==> config.mk <==
export PLATFORM = sky130hd
export DESIGN_NAME = sc_popcount_acc
export DESIGN_NICKNAME = d
export VERILOG_FILES = /design/src/rtl/sc_popcount_pkg.sv /design/src/rtl/sc_popcount_chunk.sv /design/src/rtl/sc_popcount_acc.sv
export SDC_FILE = /design/constraint.sdc
export NUM_CORES = 1
export LEC_CHECK = 0
export BUFFER_PORTS_ARGS = -buffer_cell sky130_fd_sc_hd__buf_2
export CAP_MARGIN = 25
export CORE_UTILIZATION = 35
export DETAILED_ROUTE_END_ITERATION = 8
export GPL_TIMING_DRIVEN = 1
export RECOVER_POWER = 50
export SLEW_MARGIN = 20
export SYNTH_ARGS = -nofsm -noshare
export SYNTH_HDL_FRONTEND = slang
export SYNTH_SLANG_ARGS = --single-unit
==> constraint.sdc <==
create_clock -name sc_popcount_acc_CLOCK_50 -period 3.5 [get_ports sc_popcount_acc_CLOCK_50]
set_input_delay 0.35 -clock sc_popcount_acc_CLOCK_50 [delete_from_list [all_inputs] [get_ports sc_popcount_acc_CLOCK_50]]
set_output_delay 0.35 -clock sc_popcount_acc_CLOCK_50 [all_outputs]
set_load 0.05 [all_outputs]
==> src/rtl/sc_popcount_pkg.sv <==
// sc_popcount_pkg: shared FSM state encoding and count-width helper for sc_popcount_acc
package sc_popcount_pkg;
  typedef enum logic [1:0] {
    IDLE  = 2'd0,
    COUNT = 2'd1,
    DONE  = 2'd2
  } state_t;
  function automatic int cw_f(input int w);
    return $clog2(w + 1);
  endfunction
endpackage

==> src/rtl/sc_popcount_chunk.sv <==
// sc_popcount_chunk: combinational ones-counter for one CHUNKWIDTH-bit slice
module sc_popcount_chunk #(
  parameter int CHUNKWIDTH = 4
) (
  input  logic [CHUNKWIDTH-1:0]            chunk_in,
  output logic [$clog2(CHUNKWIDTH+1)-1:0]  ones_out
);
  localparam int OW = $clog2(CHUNKWIDTH + 1);
  // sum the set bits of the slice
  always_comb begin
    ones_out = '0;
    for (int i = 0; i < CHUNKWIDTH; i++) ones_out = ones_out + OW'(chunk_in[i]);
  end
endmodule

==> src/rtl/sc_popcount_acc.sv <==
// sc_popcount_acc: multi-cycle chunked popcount with optional saturating accumulator (SC_POPCOUNT_ACC_ACCUM_EN)
module sc_popcount_acc
  import sc_popcount_pkg::*;
#(
  parameter int DATAWIDTH  = 16,
  parameter int CHUNKWIDTH = 4,
  parameter int ACCWIDTH   = 8
) (
  input  logic                        sc_popcount_acc_CLOCK_50,
  input  logic                        sc_popcount_acc_RESET_InHigh,
  input  logic                        sc_popcount_acc_start_In,
  input  logic [DATAWIDTH-1:0]        sc_popcount_acc_data_In,
  input  logic                        sc_popcount_acc_clear_In,
  output logic                        sc_popcount_acc_busy_Out,
  output logic                        sc_popcount_acc_done_Out,
  output logic [cw_f(DATAWIDTH)-1:0]  sc_popcount_acc_count_Out,
  output logic [ACCWIDTH-1:0]         sc_popcount_acc_acc_Out,
  output logic                        sc_popcount_acc_accOverflow_Out
);
  localparam int N  = DATAWIDTH / CHUNKWIDTH;
  localparam int CW = cw_f(DATAWIDTH);
  localparam int OW = $clog2(CHUNKWIDTH + 1);
  localparam int IW = (N > 1) ? $clog2(N) : 1;

  if (DATAWIDTH % CHUNKWIDTH != 0) begin : g_bad_width
    $error("DATAWIDTH must be a multiple of CHUNKWIDTH");
  end

  logic                 clk, rst;
  state_t               state_q, state_d;
  logic [DATAWIDTH-1:0] data_q, data_d;
  logic [IW-1:0]        idx_q, idx_d;
  logic [CW-1:0]        sum_q, sum_d;
  logic [CW-1:0]        cnt_q, cnt_d;
  logic                 done_q, done_d;
  logic [OW-1:0]        ones;

  assign clk = sc_popcount_acc_CLOCK_50;
  assign rst = sc_popcount_acc_RESET_InHigh;

  sc_popcount_chunk #(.CHUNKWIDTH(CHUNKWIDTH)) u_chunk (
    .chunk_in (data_q[idx_q*CHUNKWIDTH +: CHUNKWIDTH]),
    .ones_out (ones)
  );

  // FSM: latch word, walk chunks LSB first, then publish the result for one cycle
  always_comb begin
    state_d = state_q;
    data_d  = data_q;
    idx_d   = idx_q;
    sum_d   = sum_q;
    cnt_d   = cnt_q;
    done_d  = 1'b0;
    case (state_q)
      IDLE: if (sc_popcount_acc_start_In) begin
        data_d  = sc_popcount_acc_data_In;
        sum_d   = '0;
        idx_d   = '0;
        state_d = COUNT;
      end
      COUNT: begin
        sum_d   = sum_q + CW'(ones);
        idx_d   = idx_q + IW'(1);
        state_d = (idx_q == IW'(N - 1)) ? DONE : COUNT;
      end
      DONE: begin
        done_d  = 1'b1;
        cnt_d   = sum_q;
        state_d = IDLE;
      end
      default: state_d = IDLE;
    endcase
  end

  // FSM and datapath registers
  always_ff @(posedge clk or posedge rst) begin
    if (rst) begin
      state_q <= IDLE;
      data_q  <= '0;
      idx_q   <= '0;
      sum_q   <= '0;
      cnt_q   <= '0;
      done_q  <= 1'b0;
    end else begin
      state_q <= state_d;
      data_q  <= data_d;
      idx_q   <= idx_d;
      sum_q   <= sum_d;
      cnt_q   <= cnt_d;
      done_q  <= done_d;
    end
  end

  assign sc_popcount_acc_busy_Out  = (state_q != IDLE);
  assign sc_popcount_acc_done_Out  = done_q;
  assign sc_popcount_acc_count_Out = cnt_q;

`ifdef SC_POPCOUNT_ACC_ACCUM_EN
  logic [ACCWIDTH-1:0] acc_q, acc_d, acc_base;
  logic                ovf_q, ovf_d, ovf_base;
  logic [ACCWIDTH:0]   acc_sum;

  // clear takes effect before a same-cycle accumulate; sum saturates at all-ones
  always_comb begin
    acc_base = sc_popcount_acc_clear_In ? '0 : acc_q;
    ovf_base = sc_popcount_acc_clear_In ? 1'b0 : ovf_q;
    acc_sum  = {1'b0, acc_base} + (ACCWIDTH+1)'(sum_q);
    acc_d    = (state_q != DONE) ? acc_base : acc_sum[ACCWIDTH] ? '1 : acc_sum[ACCWIDTH-1:0];
    ovf_d    = ovf_base | ((state_q == DONE) & acc_sum[ACCWIDTH]);
  end

  // accumulator and sticky overflow registers
  always_ff @(posedge clk or posedge rst) begin
    if (rst) begin
      acc_q <= '0;
      ovf_q <= 1'b0;
    end else begin
      acc_q <= acc_d;
      ovf_q <= ovf_d;
    end
  end

  assign sc_popcount_acc_acc_Out         = acc_q;
  assign sc_popcount_acc_accOverflow_Out = ovf_q;
`else
  logic unused_clear;
  assign unused_clear                    = sc_popcount_acc_clear_In;
  assign sc_popcount_acc_acc_Out         = '0;
  assign sc_popcount_acc_accOverflow_Out = 1'b0;
`endif
endmodule

== After elaboration in Yosys (flattened, before gate mapping) ==
Index checks and enable logic that the tools add are counted.
Storage, ports and cells
  flip-flop bits (word level): 31
  logic and storage cells: 29
Operators by class
  add/sub/neg operators: 5
  equality and inequality tests: 4
  shifts and indexed selects: 1
  multiplexer cells: 8
  reduce and logical (&&, ||, !) cells: 5
Operators by type and width (number)
  $shiftx 16x5->4: 1
  $pmux 5 s2: 1
  $pmux 2 s2: 2
  $add 3x1->3: 2
  $mux 2: 3
  $add 5x3->5: 1
  $mux 5: 1
  $eq 2x2->1 const B: 2
  $reduce_and 2->1: 2
  $reduce_bool 2->1: 2
  $add 1x1->2: 1
  $add 2x1->2 const B: 1
  $eq 2x1->1 const B: 1
  $logic_not 2->1: 1
  $ne 2x2->1 const B: 1
  $mux 1: 1

== Depth between registers and ports, before layout ==
  word-level depth: 6
  mapped depth: 12
  gate-level depth less buffers: 11

== Cells and area by module ==
Synthesis repeated with hierarchy kept, for this count alone.
Unflattened totals
  cells, all modules: 117
  area, all modules: 1587.8 um2
By module, submodules not included
  sc_popcount_acc: times used 1, cells each 109, area an instance 1524.0 um2, seq. area each 775.7 um2
  sc_popcount_chunk: times used 1, cells each 8, area an instance 63.8 um2, seq. area each 0.0 um2

== Worst setup path before layout ==
No wires, ideal clock.
  kind: reg-to-reg
  from: reg idx_q[0]
  to: reg sum_q[3]
  setup time: 0.140 ns
  data arrival time: 2.862 ns
  data required time: 3.360 ns
  path slack: 0.499 ns
  cell stages (with the launch flop): 12
  buffers on the path: 1
  cell sequence: dfrtp_1 clkbuf_1 mux4_2 ha_1 inv_1 fa_1 inv_1 ha_1 ha_1 a211oi_1 o311ai_0 o41ai_1
Between the ends
  longest elaborated chain between the ends: 6
Ends and longest elaborated chain
  from (decl): RTL line sc_popcount_acc.sv:32  | logic [IW-1:0] idx_q, idx_d;
  from (signal assigned): RTL line sc_popcount_acc.sv:87  | idx_q <= idx_d;
  $shiftx 16x5->4 (*): RTL line sc_popcount_acc.sv:42  | .chunk_in (data_q[idx_q*CHUNKWIDTH +: CHUNKWIDTH]),
  $add 1x1->2: RTL line sc_popcount_chunk.sv:12  | for (int i = 0; i < CHUNKWIDTH; i++) ones_out = ones_out + OW'(chunk_in[i]);
  $add 3x1->3: RTL line sc_popcount_chunk.sv:12
  $add 3x1->3 (*): RTL line sc_popcount_chunk.sv:12
  $add 5x3->5 (*): RTL line sc_popcount_acc.sv:62  | sum_d = sum_q + CW'(ones);
  $pmux 5 s2 (*): RTL line sc_popcount_acc.sv:54  | case (state_q)
  to (signal assigned): RTL line sc_popcount_acc.sv:88  | sum_q <= sum_d;
  to (decl): RTL line sc_popcount_acc.sv:33  | logic [CW-1:0] sum_q, sum_d;
Every way passes the cells marked *; elsewhere a longest branch is shown, timed or not.
A chain may end at the register's enable or synchronous reset.

== Worst setup path in the final report ==
  from: reg idx_q[0]
  to: reg sum_q[4]
Same word-level chain as after synthesis.

==> PnR_summary.wiki <==
{| class="wikitable"
! Metric !! Value
|-
| Fillers || 416
|-
| Finished Core Util || 0.414
|-
| Run status || finished clean
|-
| Core outline area || 4350 um2
|-
| Initial DRC Count || 49
|-
| GRT overflow || 0
|-
| Upper clock frequency limit || 0.328 GHz
|-
| Max-slew violation count || 0
|-
| Classification of the worst setup path || reg2reg
|-
| Worst reg2reg path startpoint || idx_q[0]$_DFFE_PP0P_
|-
| Peak supply drop || 421 uV
|-
| Arrival time at the worst endpoint || 3200 ps
|-
| Max Fanout on Critical Path || 7
|-
| Final period utilization || 0.871
|-
| Maximum root-to-sink buffer count || 2
|-
| Total of endpoints with negative setup slack in the final report || 0
|-
| Post-route non-filler standard cell count || 195
|-
| Width of the chip || 69.4 um
|-
| Shortest clock period the worst path allows after layout || 3050 ps
|-
| Num rows || 24
|-
| Post-synth EDFFs || 0
|-
| End point of the critical path || sum_q[4]$_DFFE_PP0P_
|-
| Vias in the first global route || 934
|-
| Number of optimization iterations in the first detailed-route pass || 4
|-
| Critical Path Start || idx_q[0]$_DFFE_PP0P_
|-
| IO Port Bufs || 25
|-
| Die Y || 69.4 um
|-
| Net count, final || 171
|-
| Cell depth of the worst flop-to-flop path || 11
|-
| Worst Hold Class || in2reg
|-
| Number of design rule violations left after detail routing || 0
|-
| Count of synthesis-stage warnings from yosys || 0
|-
| Area share of the leading cell type in the synthesized netlist || 0.489
|-
| Final hold violations || 0
|-
| Placed cell area || 1710 um2
|-
| Initial core utilization || 0.365
|-
| Area overhead of the layout relative to synthesis || 13.4%
|-
| Clock tree from TritonCTS || built
|-
| Hold bufs inserted after CTS || 0
|-
| Leakage power || 0.910 nW
|-
| Number of routed nets with antenna violations || 0
|-
| Post-synthesis instance area || 1590 um2
|-
| Post-synth top flop || dfrtp_1
|-
| RSZ-0062 raised after global routing || false
|-
| DR WL/cell || 12.4 um
|-
| Maximum level of the CTS H-tree || 2
|-
| Area of combinational cells with multiple inputs || 687 um2
|-
| Pwr dens || 1140 nW/um2
|-
| Synth Instances || 117
|-
| Clock Latency Late Sink || 280 ps
|-
| Total placed cells including tap cells || 188
|-
| Worst Hold Slack || 296 ps
|-
| CTS clk-pin slew, worst paths || 60 ps
|-
| Per-instance average area after synthesis || 13.6 um2
|-
| Share of final-layout standard cells stronger than drive strength 1 || 0.406
|-
| Post CTS Setup Buffer Count || 0
|-
| Share of synthesized registers carrying an async set or reset || 1.00
|-
| Number of flip-flops and latches in the synthesized netlist || 31
|-
| Final TNS setup || 0 ps
|-
| Full die area || 4810 um2
|-
| Max-cap viol count || 0
|-
| Non-Filler Cell Area, Final || 1800 um2
|-
| Num Clock Sinks || 31
|-
| Register-to-register setup slack || 450 ps
|-
| Global-route wire length before repair || 4360 um
|-
| Routed Wire Length || 2420 um
|-
| Kind of launch point of the worst setup path || flop
|-
| Worst slack at placement || 438 ps
|-
| Global-route total usage across every layer || 0.119
|-
| Sum of net half-perimeters after detailed placement || 1820 um
|-
| Leading area contributor after synthesis || dfrtp_1
|-
| Final critical-path setup slack || 451 ps
|-
| Total of cells resized after clock tree synthesis || 0
|-
| Biggest area contributors in the synthesized netlist || dfrtp_1 (49%), mux2_4 (11%), mux2_2 (6.4%)
|-
| Actual transition at the worst max-transition pin || 1130 ps
|-
| Average vias per placed instance || 4.66
|-
| Total inserted antenna cells || 0
|-
| Post-synthesis sequential area ratio || 0.489
|-
| Maximum number of pins on one net before global-route repair || 32
|-
| Total via count in the routed design || 908
|-
| CTS root buffer || clkbuf_8
|-
| Overall power after layout || 2.05 mW
|-
| WHS Path Cells || 2
|-
| Placer's final routability congestion estimate || 0.731
|-
| Area occupied by registers || 776 um2
|-
| Antenna violations before repair || 0
|-
| TritonCTS Buffers || 5
|-
| Reg2reg end || sum_q[4]$_DFFE_PP0P_
|-
| Critical path data required time || 3650 ps
|-
| Top-level I/O count || 36
|-
| Clock skew after layout || 6.75 ps
|-
| Worst max-slew margin expressed relative to the limit || 0.247
|-
| Type of destination of the critical path || flop
|-
| Count of different cell masters after synthesis || 28
|}
registers in the layout, indices dropped and copies added, names as in the netlist:
name and cells:
data_q 16, idx_q 2, sc_popcount_acc_count_Out 5, sc_popcount_acc_done_Out 1
state_q 2, sum_q 5
routing by layer:
metal / share of wire / GRT usage / vias up
li1: - / - / 433
met2: 0.48 / 0.187 / 27
met1: 0.45 / 0.145 / 444
met5: 0 / 0 / -
met4: 0.012 / 0.0408 / 0
met3: 0.061 / 0.0523 / 4
worst min path at each step:
stage,startpoint,endpoint,slack [ps]
2_1_floorplan,sum_q[4]$_DFFE_PP0P_,sum_q[4]$_DFFE_PP0P_,440
3_3_place_gp,sum_q[4]$_DFFE_PP0P_,sum_q[4]$_DFFE_PP0P_,460
3_5_place_dp,sc_popcount_acc_RESET_InHigh,sc_popcount_acc_count_Out[0]$_DFFE_PP0P_,480
4_1_cts,sc_popcount_acc_RESET_InHigh,sc_popcount_acc_count_Out[0]$_DFFE_PP0P_,170
5_1_grt,sc_popcount_acc_data_In[4],data_q[4]$_DFFE_PP0P_,290
6_report,sc_popcount_acc_data_In[4],data_q[4]$_DFFE_PP0P_,300
cells in the final DEF (no fill, tap or decap), types with 2 or more instances in the layout:
| master | count |
|---|---|
| buf_2 | 24 |
| conb_1 | 9 |
| dfrtp_1 | 31 |
| inv_1 | 9 |
| mux2_4 | 12 |
| nand3_1 | 5 |
| fa_1 | 2 |
| o21ai_0 | 4 |
| mux4_2 | 4 |
| nor2b_1 | 2 |
| ha_1 | 6 |
| clkbuf_8 | 6 |
| mux2_2 | 9 |
| nand2_1 | 5 |
cell usage after synthesis, drive strengths merged, types with 2 or more instances:
cell type and instances:
buf 12, inv 9, nand2 5, clkbuf 3
mux4 4, nand3 5, ha 6, fa 2
nor2b 2, mux2 21, o21ai 4, dfrtp 31
report_power, final:
part,total (mW),switching (mW),internal (mW)
logic,1.12,0.586,0.530
clock network,0.276,0.122,0.154
registers,0.657,0.119,0.538
total,2.05,0.827,1.22
critical path: stages (launching register included):
cell and delay, ps:
dfrtp_1 530, mux4_2 550, ha_1 300, inv_1 70, fa_1 410, inv_1 60, ha_1 150, inv_1 60
fa_1 410, nor2b_1 140, o211ai_1 120, mux2i_1 140
kinds of logic (layout without fill, tap and decap cells):
family                     after synthesis  count (layout)  share of synthesized area
buffers and inverters                   24              42                     0.0977
muxes                                   26              26                      0.240
DFF                                     31              31                      0.489
adders and majority gates                8               8                     0.0725
and+or+nand+nor                         18              18                     0.0599
AOI/OAI and AO/OA                        8               8                     0.0331
xor gates and xnor gates                 1               1                    0.00552
other                                    1               9                    0.00236
area by class of cell:
class / count / area share
clock buffers: 6 / 0.0459
clock inverters: 1 / 0.00278
multi-input cells: 70 / 0.382
flip-flops and latches: 31 / 0.431
well taps: 52 / 0.0361
repair buffers: 26 / 0.0841
inverters: 9 / 0.0188
(Power assumes the default switching activity.)
